`config.mk`:
```
export PLATFORM = sky130hd
export DESIGN_NAME = bcd_stopwatch_ctrl_flat
export DESIGN_NICKNAME = d
export VERILOG_FILES = /design/src/rtl/bcd_stopwatch_ctrl_pkg.sv /design/src/rtl/bcd_stopwatch_ctrl_if.sv /design/src/rtl/bcd_stopwatch_ctrl_decade_digit.sv /design/src/rtl/bcd_stopwatch_ctrl.sv /design/src/flat_wrapper.sv
export SDC_FILE = /design/constraint.sdc
export NUM_CORES = 1
export LEC_CHECK = 0
export BUFFER_PORTS_ARGS = -buffer_cell sky130_fd_sc_hd__clkbuf_2
export CAP_MARGIN = 20
export CORE_ASPECT_RATIO = 0.8
export CORE_MARGIN = 2
export CORE_UTILIZATION = 35
export CTS_BUF_LIST = sky130_fd_sc_hd__clkbuf_8
export DETAILED_ROUTE_END_ITERATION = 8
export GPL_ROUTABILITY_DRIVEN = 0
export HOLD_SLACK_MARGIN = 0.06
export SYNTH_ARGS = -nofsm -noshare
export SYNTH_HDL_FRONTEND = slang
export SYNTH_SLANG_ARGS = --single-unit
```
`constraint.sdc`:
```
create_clock -name clk -period 1.4 [get_ports clk]
set_input_delay 0.28 -clock clk [delete_from_list [all_inputs] [get_ports clk]]
set_output_delay 0.28 -clock clk [all_outputs]
set_load 0.02 [all_outputs]
```
`src/rtl/bcd_stopwatch_ctrl_pkg.sv`:
```
// Shared types and constants for the BCD stopwatch controller and its digit chain.
package bcd_stopwatch_ctrl_pkg;
    localparam int         BCD_W   = 4;
    localparam logic [3:0] BCD_MAX = 4'd9;

    typedef enum logic [1:0] {
        IDLE    = 2'd0,
        RUN     = 2'd1,
        PAUSE   = 2'd2,
        LAP_RUN = 2'd3
    } sw_state_e;
endpackage

```
`src/rtl/bcd_stopwatch_ctrl_if.sv`:
```
// Request/display bundle between the button/tick front end and the stopwatch controller.
interface bcd_stopwatch_ctrl_if
    import bcd_stopwatch_ctrl_pkg::*;
#(
    parameter int NUM_DIGITS = 4
);
    logic                                tick;
    logic                                start_stop;
    logic                                lap;
    logic                                clear_req;
    logic [NUM_DIGITS-1:0][BCD_W-1:0]    digits;
    logic                                running;
    logic                                frozen;
    logic                                overflow;
    logic                                carry_out;

    modport master (
        output tick, start_stop, lap, clear_req,
        input  digits, running, frozen, overflow, carry_out
    );

    modport slave (
        input  tick, start_stop, lap, clear_req,
        output digits, running, frozen, overflow, carry_out
    );
endinterface

```
`src/rtl/bcd_stopwatch_ctrl_decade_digit.sv`:
```
// One mod-10 stage of the stopwatch count chain; carry asserts on an enabled 9.
module decade_digit
    import bcd_stopwatch_ctrl_pkg::*;
(
    input  logic             clk,
    input  logic             clr,
    input  logic             en,
    output logic [BCD_W-1:0] value,
    output logic             co
);
    logic [BCD_W-1:0] value_q, value_d;

    always_comb begin
        value_d = value_q;
        if (en) value_d = (value_q == BCD_MAX) ? '0 : value_q + 1'b1;
    end

    always_ff @(posedge clk) begin
        if (!clr) value_q <= '0;
        else      value_q <= value_d;
    end

    assign value = value_q;
    assign co    = en && (value_q == BCD_MAX);
endmodule

```
`src/rtl/bcd_stopwatch_ctrl.sv`:
```
// Stopwatch run/pause/lap/clear sequencing over a chain of decade digits,
// with a lap snapshot register and a sticky wrap flag.
module bcd_stopwatch_ctrl
    import bcd_stopwatch_ctrl_pkg::*;
#(
    parameter int NUM_DIGITS = 4
)(
    input  logic                 clk,
    input  logic                 clr,
    bcd_stopwatch_ctrl_if.slave  sw
);
    sw_state_e                         state_q, state_d;
    logic [NUM_DIGITS-1:0][BCD_W-1:0]  count;
    logic [NUM_DIGITS-1:0][BCD_W-1:0]  hold_q, hold_d;
    logic [NUM_DIGITS-1:0]             dig_en;
    logic [NUM_DIGITS-1:0]             dig_co;
    logic                              count_en, zero_count, digit_clr;
    logic                              overflow_q, overflow_d;
    logic                              carry_out_q, carry_out_d;
    logic                              unused_co;

    // Count enable comes from the registered state, so a tick that lands with
    // a stop request still counts.
    assign count_en = sw.tick && (state_q == RUN || state_q == LAP_RUN);

    always_comb begin
        state_d    = state_q;
        hold_d     = hold_q;
        zero_count = 1'b0;
        case (state_q)
            IDLE:    if (sw.start_stop) state_d = RUN;
            RUN: begin
                if (sw.start_stop) state_d = PAUSE;
                else if (sw.lap) begin
                    state_d = LAP_RUN;
                    hold_d  = count;
                end
            end
            LAP_RUN: begin
                if (sw.start_stop) state_d = PAUSE;
                else if (sw.lap)   state_d = RUN;
            end
            PAUSE: begin
                if (sw.clear_req) begin
                    state_d    = IDLE;
                    zero_count = 1'b1;
                end else if (sw.start_stop) state_d = RUN;
            end
            default: state_d = IDLE;
        endcase
    end

    // Ripple enables are derived from registered digit values rather than the
    // digit carry outputs, keeping the chain free of combinational feedback.
    always_comb begin
        dig_en[0] = count_en;
        for (int k = 1; k < NUM_DIGITS; k++)
            dig_en[k] = dig_en[k-1] && (count[k-1] == BCD_MAX);
    end

    assign digit_clr   = clr && !zero_count;
    assign carry_out_d = dig_co[NUM_DIGITS-1];
    assign overflow_d  = zero_count ? 1'b0 : (overflow_q || dig_co[NUM_DIGITS-1]);
    assign unused_co   = ^dig_co;

    for (genvar g = 0; g < NUM_DIGITS; g++) begin : g_digit
        decade_digit u_digit (
            .clk   (clk),
            .clr   (digit_clr),
            .en    (dig_en[g]),
            .value (count[g]),
            .co    (dig_co[g])
        );
    end

    always_ff @(posedge clk) begin
        if (!clr) begin
            state_q     <= IDLE;
            hold_q      <= '0;
            overflow_q  <= 1'b0;
            carry_out_q <= 1'b0;
        end else begin
            state_q     <= state_d;
            hold_q      <= hold_d;
            overflow_q  <= overflow_d;
            carry_out_q <= carry_out_d;
        end
    end

    assign sw.digits    = (state_q == LAP_RUN) ? hold_q : count;
    assign sw.running   = (state_q == RUN) || (state_q == LAP_RUN);
    assign sw.frozen    = (state_q == LAP_RUN);
    assign sw.overflow  = overflow_q;
    assign sw.carry_out = carry_out_q;
endmodule

```
`src/flat_wrapper.sv`:
```
// flat-port wrapper written by rule: the top's interface ports become plain ports
module bcd_stopwatch_ctrl_flat import bcd_stopwatch_ctrl_pkg::*;
#(
    parameter int NUM_DIGITS = 4
)
  (clk, clr, sw_tick, sw_start_stop, sw_lap, sw_clear_req, sw_digits, sw_running, sw_frozen, sw_overflow, sw_carry_out);
  bcd_stopwatch_ctrl_if #(.NUM_DIGITS(NUM_DIGITS)) sw_i ();
  input  logic clk;
  input  logic clr;
  input wire logic [$bits(sw_i.tick)-1:0] sw_tick;
  input wire logic [$bits(sw_i.start_stop)-1:0] sw_start_stop;
  input wire logic [$bits(sw_i.lap)-1:0] sw_lap;
  input wire logic [$bits(sw_i.clear_req)-1:0] sw_clear_req;
  output wire logic [$bits(sw_i.digits)-1:0] sw_digits;
  output wire logic [$bits(sw_i.running)-1:0] sw_running;
  output wire logic [$bits(sw_i.frozen)-1:0] sw_frozen;
  output wire logic [$bits(sw_i.overflow)-1:0] sw_overflow;
  output wire logic [$bits(sw_i.carry_out)-1:0] sw_carry_out;
  assign sw_i.tick = sw_tick;
  assign sw_i.start_stop = sw_start_stop;
  assign sw_i.lap = sw_lap;
  assign sw_i.clear_req = sw_clear_req;
  assign sw_digits = sw_i.digits;
  assign sw_running = sw_i.running;
  assign sw_frozen = sw_i.frozen;
  assign sw_overflow = sw_i.overflow;
  assign sw_carry_out = sw_i.carry_out;
  bcd_stopwatch_ctrl #(.NUM_DIGITS(NUM_DIGITS)) u_core (.clk(clk), .clr(clr), .sw(sw_i));
endmodule
```
Word level (Yosys, flattened, before mapping)
Cells that the tools add are included.
{"block": "word_totals", "register_bits": 36, "latchBits": 0, "out_inout_bits": 20, "romBits": 0, "mem_bits_rw": 0, "n_memories": 0, "elab_cells": 53, "input_bits": 6}
{"block": "op_classes", "muxes": 14, "addsub": 4, "div_mod_pow": 0, "n_reduce_logical": 13, "mul": 0, "order_cmp": 0, "eq_ne": 9, "n_shift": 0, "n_bitwise": 2}
{"cell": "adder 4 x 1 -> 4 bit, second input constant", "n": 4}
{"cell": "equality test 4 bit, second input constant", "n": 4}
{"cell": "2-to-1 mux 16 bit", "n": 1}
{"cell": "2-to-1 mux 4 bit", "n": 4}
{"cell": "2-to-1 mux 2 bit", "n": 6}
{"cell": "case mux 2 bit (4 select lines)", "n": 1}
{"cell": "logical AND 1 bit", "n": 6}
{"cell": "!= test 3 bit, second input constant", "n": 2}
{"cell": "equality test 2 bit, second input constant", "n": 2}
{"cell": "AND reduction 3 bit", "n": 1}
{"cell": "equality test 2 x 1 -> 1 bit, second input constant", "n": 1}
{"cell": "zero test 2 bit", "n": 1}
{"cell": "logical OR 1 bit", "n": 2}
{"cell": "2-to-1 mux 1 bit", "n": 2}
{"cell": "NOT 1 bit", "n": 2}
{"cell": "AND reduction 2 bit", "n": 1}
{"cell": "OR reduction 2 bit", "n": 1}
{"cell": "zero test 1 bit", "n": 1}

Depth between registers and ports, before layout
{"block": "logic_depth", "ltp_word": 8, "ltp_mapped": 6, "mapped_depth_nobuf": 4}

Hierarchy
A second synthesis with hierarchy kept.
{"block": "unflattened", "cells_unflattened": 200, "area_unflattened_um2": 1846.8}
{"mod": "bcd_stopwatch_ctrl", "cells_each": 120, "n_inst": 1, "seq_area_each_um2": 400.4, "area_each_um2": 1081.0}
{"mod": "decade_digit", "cells_each": 20, "n_inst": 4, "seq_area_each_um2": 80.1, "area_each_um2": 191.4}

Worst setup path before layout
Ideal clock, no wire load.
{"block": "synth_timing", "path_kind": "reg2out", "start": "reg u_core.state_q[0]", "end": "out sw_digits[10]", "path_stages_with_launch": 6, "slack_ns": -0.406, "required_ns": 1.120, "arrival_time_ns": 1.526, "path_buffers": 2, "path_cell_list": "dfxtp_1 buf_2 nand2_1 buf_2 inv_1 o21ai_0"}
{"block": "synth_between", "elab_chain_cells": 2}
{"item": "start, declared", "line": "bcd_stopwatch_ctrl.sv:12", "text": "sw_state_e state_q, state_d;"}
{"item": "start signal, assigned", "line": "bcd_stopwatch_ctrl.sv:83", "text": "state_q <= state_d;"}
{"item": "equality test 2 bit"}
{"item": "net sw_frozen", "line": "flat_wrapper.sv:16", "text": "output wire logic [$bits(sw_i.frozen)-1:0] sw_frozen;"}
{"item": "2-to-1 mux 16 bit", "line": "bcd_stopwatch_ctrl.sv:90", "text": "assign sw.digits = (state_q == LAP_RUN) ? hold_q : count;"}
{"item": "end, declared", "line": "flat_wrapper.sv:14", "text": "output wire logic [$bits(sw_i.digits)-1:0] sw_digits;"}
The timed path passes the listed nets, and every way through them passes these cells.

Final worst setup path
{"block": "layout_timing", "start": "reg u_core.state_q[1]", "end": "out sw_digits[5]"}
{"block": "layout_between", "elab_chain_cells": 2}
{"item": "equality test 2 bit", "line": "bcd_stopwatch_ctrl.sv:90"}
{"item": "2-to-1 mux 16 bit", "line": "bcd_stopwatch_ctrl.sv:90"}
Every way passes these cells.

==> results.cfg <==
[run_status]
status = finished with violations
violations = negative setup slack

[global_routing]
grt_max_degree = 19
busiest_layer = met2
grt_use_met2 = 0.2369
use_met3 = 0.03667
grt_overflow = 0
antenna_found_initial = 0
track_usage = 0.1535
use_met1 = 0.2121
grt_pass1_vias = 1409
grt_pass1_wl_um = 6748

[clock_network]
cts_tree = built
clk_latency_ps = 290
clkSinkCount = 36
clk_path_buf_depth = 2
cts_root_buf = clkbuf_8
cts_buffers = 5
cts_hold_buf = 0
clk_pin_slew_ps = 70
htreeDepth = 2

[pwr]
p_leak_nw = 1.149
comb_power_share = 0.105
p_sw_w = 0.0004832
clkPwrFrac = 0.378
seqPwrFrac = 0.517
powerDensity_nw_per_um2 = 749.0
swShare = 0.2394
power.internal_w = 0.001535
irDropWorstVdd_mv = 0.5986

[yosys]
synth.area.top_cells = dfxtp_1, nand2_1, mux2_2
synth_top_cell_by_area = dfxtp_1
avgSynthCellArea_um2 = 8.660
synthCells = 204
synth_compound_area_frac = 0.1317
synth_nets = 210
synth-adder-area-share = 0
synth_mux_area_frac = 0.1055
yosys_warnings = 0
netlist_area_um2 = 1767
synth_xor_area_frac = 0.03966
yosys.area_share.simple = 0.2670
ys_types = 35
synth_top_family_by_area = simple AND/OR/NAND/NOR gates
synth-seq-cells = 36
yosysTopAreaCellShare = 0.4079
ys_seq_area_frac = 0.4079

[timing]
whs_ps = 313.9
worstMarginPinSlew_ps = 271.8
fmax_mhz = 625.0
drv_slew = 0
setup_ws_ps = -199.9
rsz0062_at_grt = yes
min_period_ps = 1600
setup_viol_count_final = 24
fin_skew_ps = 5.997
period_share = 1.143
max_slew_margin = 0.8169
hold_viol_final = 0

[hold_path]
min_path_type = primary input to flop

[worst_setup_path]
critPathRequiredTime_ps = 1120
critPathMaxFanout = 6
end_kind = output pin
worst-endpoint-arrival_ps = 1320
start_kind = flop
crit_type = flop to output pin

[place]
dp_slack_ps = 10.42
place_hpwl_um = 2711
port_buffers = 25

[finish]
drive_gt1_frac = 0.4241
final_util = 0.5445
diodes = 0
layout_common_cells = nand2_1, dfxtp_1, buf_4, a21boi_1, buf_8
seq_area_um2 = 728.2
area_delta_synth_final_pct = 52.55
fillCellCount = 441
multi_input_area_um2 = 1142
fin_nets = 262

[route]
ant_nets = 0
wirelength_um = 4246
first_iter_violations = 50
vias_per_cell = 4.868
dr.pass1.iters = 4
num_vias = 1553
drcViolationCount = 0
wl_per_cell_um = 13.31

[floorplan]
ios = 26
fp.dieH_um = 67.55
design.die.area_um2 = 5636
dieWidth_um = 83.44
coreArea_um2 = 4950
row_count = 23
initial_core_util = 0.3569

[job]
cap_violations = 0
[cell usage after synthesis]
master and count:
buf_6 2, clkbuf_1 6, a21boi_0 17, a22oi_1 1, xnor2_1 3, mux2i_1 4, and2_1 1, mux2_2 13
and3b_1 1, and2b_2 1, nand4_1 3, and3_2 1, a31oi_1 2, o21ba_2 1, nand3b_1 3, xor2_1 5
and4b_1 1, buf_2 5, o21ai_0 9, nor3_1 1, and4bb_4 1, or3_1 3, nand3_1 4, nand2_1 43
inv_1 4, and3_1 1, and4bb_1 1, nor3b_1 3, and4bb_2 1, nand4b_1 1, nor2_1 14, nor2b_1 5
dfxtp_1 36, a21oi_1 6, nand4_4 1
[area by class of cell]
class,count,share of cell area
Clock buffer,6,0.03064
Tap cell,62,0.02878
Sequential cell,36,0.2702
Clock inverter,2,0.003714
Multi-Input combinational cell,151,0.4239
Timing Repair Buffer,58,0.2358
Inverter,4,0.006964
[per-stage QoR]
step	std cells	cell area [um2]	TNS, ps	total power [W]
floorplan	204	1833	-241.3	0.001156
global placement	303	2178	0	0.001217
detailed placement	303	2178	0	0.001216
CTS	315	2530	-3427	0.002009
global route	319	2695	-4996	0.002099
finish	319	2695	-3285	0.002019
[logic make-up (layout without fill, tap and decap cells)]
family / after synthesis / count (layout)
simple gates: 90 / 90
compound gates: 36 / 36
flops: 36 / 36
mux: 17 / 17
buf+inv: 17 / 70
xor+xnor: 8 / 8
[sequential cells by signal, summed over array words and instances (netlist names)]
name / count
u_core.state_q: 2
u_core.g_digit.u_digit.value: 16
u_core.sw.overflow: 1
u_core.sw.carry_out: 1
u_core.hold_q: 16
[worst paths after layout]
check	start	endpoint	slack, ps	cells after the start
max	u_core.state_q[1]$_SDFFE_PN0P_	sw_digits[5]	-200	4
min	sw_start_stop	u_core.state_q[0]$_SDFFE_PN0P_	310	3
max reg2reg	u_core.state_q[0]$_SDFFE_PN0P_	u_core.g_digit[3].u_digit.value[2]$_SDFFE_PN0P_	-140	6
min reg2reg	u_core.hold_q[6]$_SDFFE_PN0P_	u_core.hold_q[6]$_SDFFE_PN0P_	450	2
[worst max-delay path: stages, from the launching register on]
cell and delay [ps]:
dfxtp_4 380, nand2_8 70, buf_12 140, mux2_4 300, buf_8 130
[power by group through the flow]
stage | logic (W) | clock network, W | registers [W]
after floorplan | 0.0000919 | 0 | 0.00106
after global placement | 0.000152 | 0 | 0.00107
after detailed placement | 0.000151 | 0 | 0.00107
after CTS | 0.000178 | 0.000787 | 0.00104
after global routing | 0.000227 | 0.000828 | 0.00104
final | 0.000213 | 0.000763 | 0.00104
[metal layers]
metal  share of wire  wire (um)
met4           0.012         50
met3           0.029        124
met5               0          0
met1            0.51       2148
met2            0.45       1923
[timing repair]
| item | CTS | global route |
|---|---|---|
| gates resized for setup | 51 | 63 |
| endpoints found under the setup margin | 18 | 32 |
| pin swaps | 5 | 7 |
| setup buffers | 4 | 3 |
| cloned | 0 | 1 |
No activity file was read; power rests on OpenSTA's default activity.
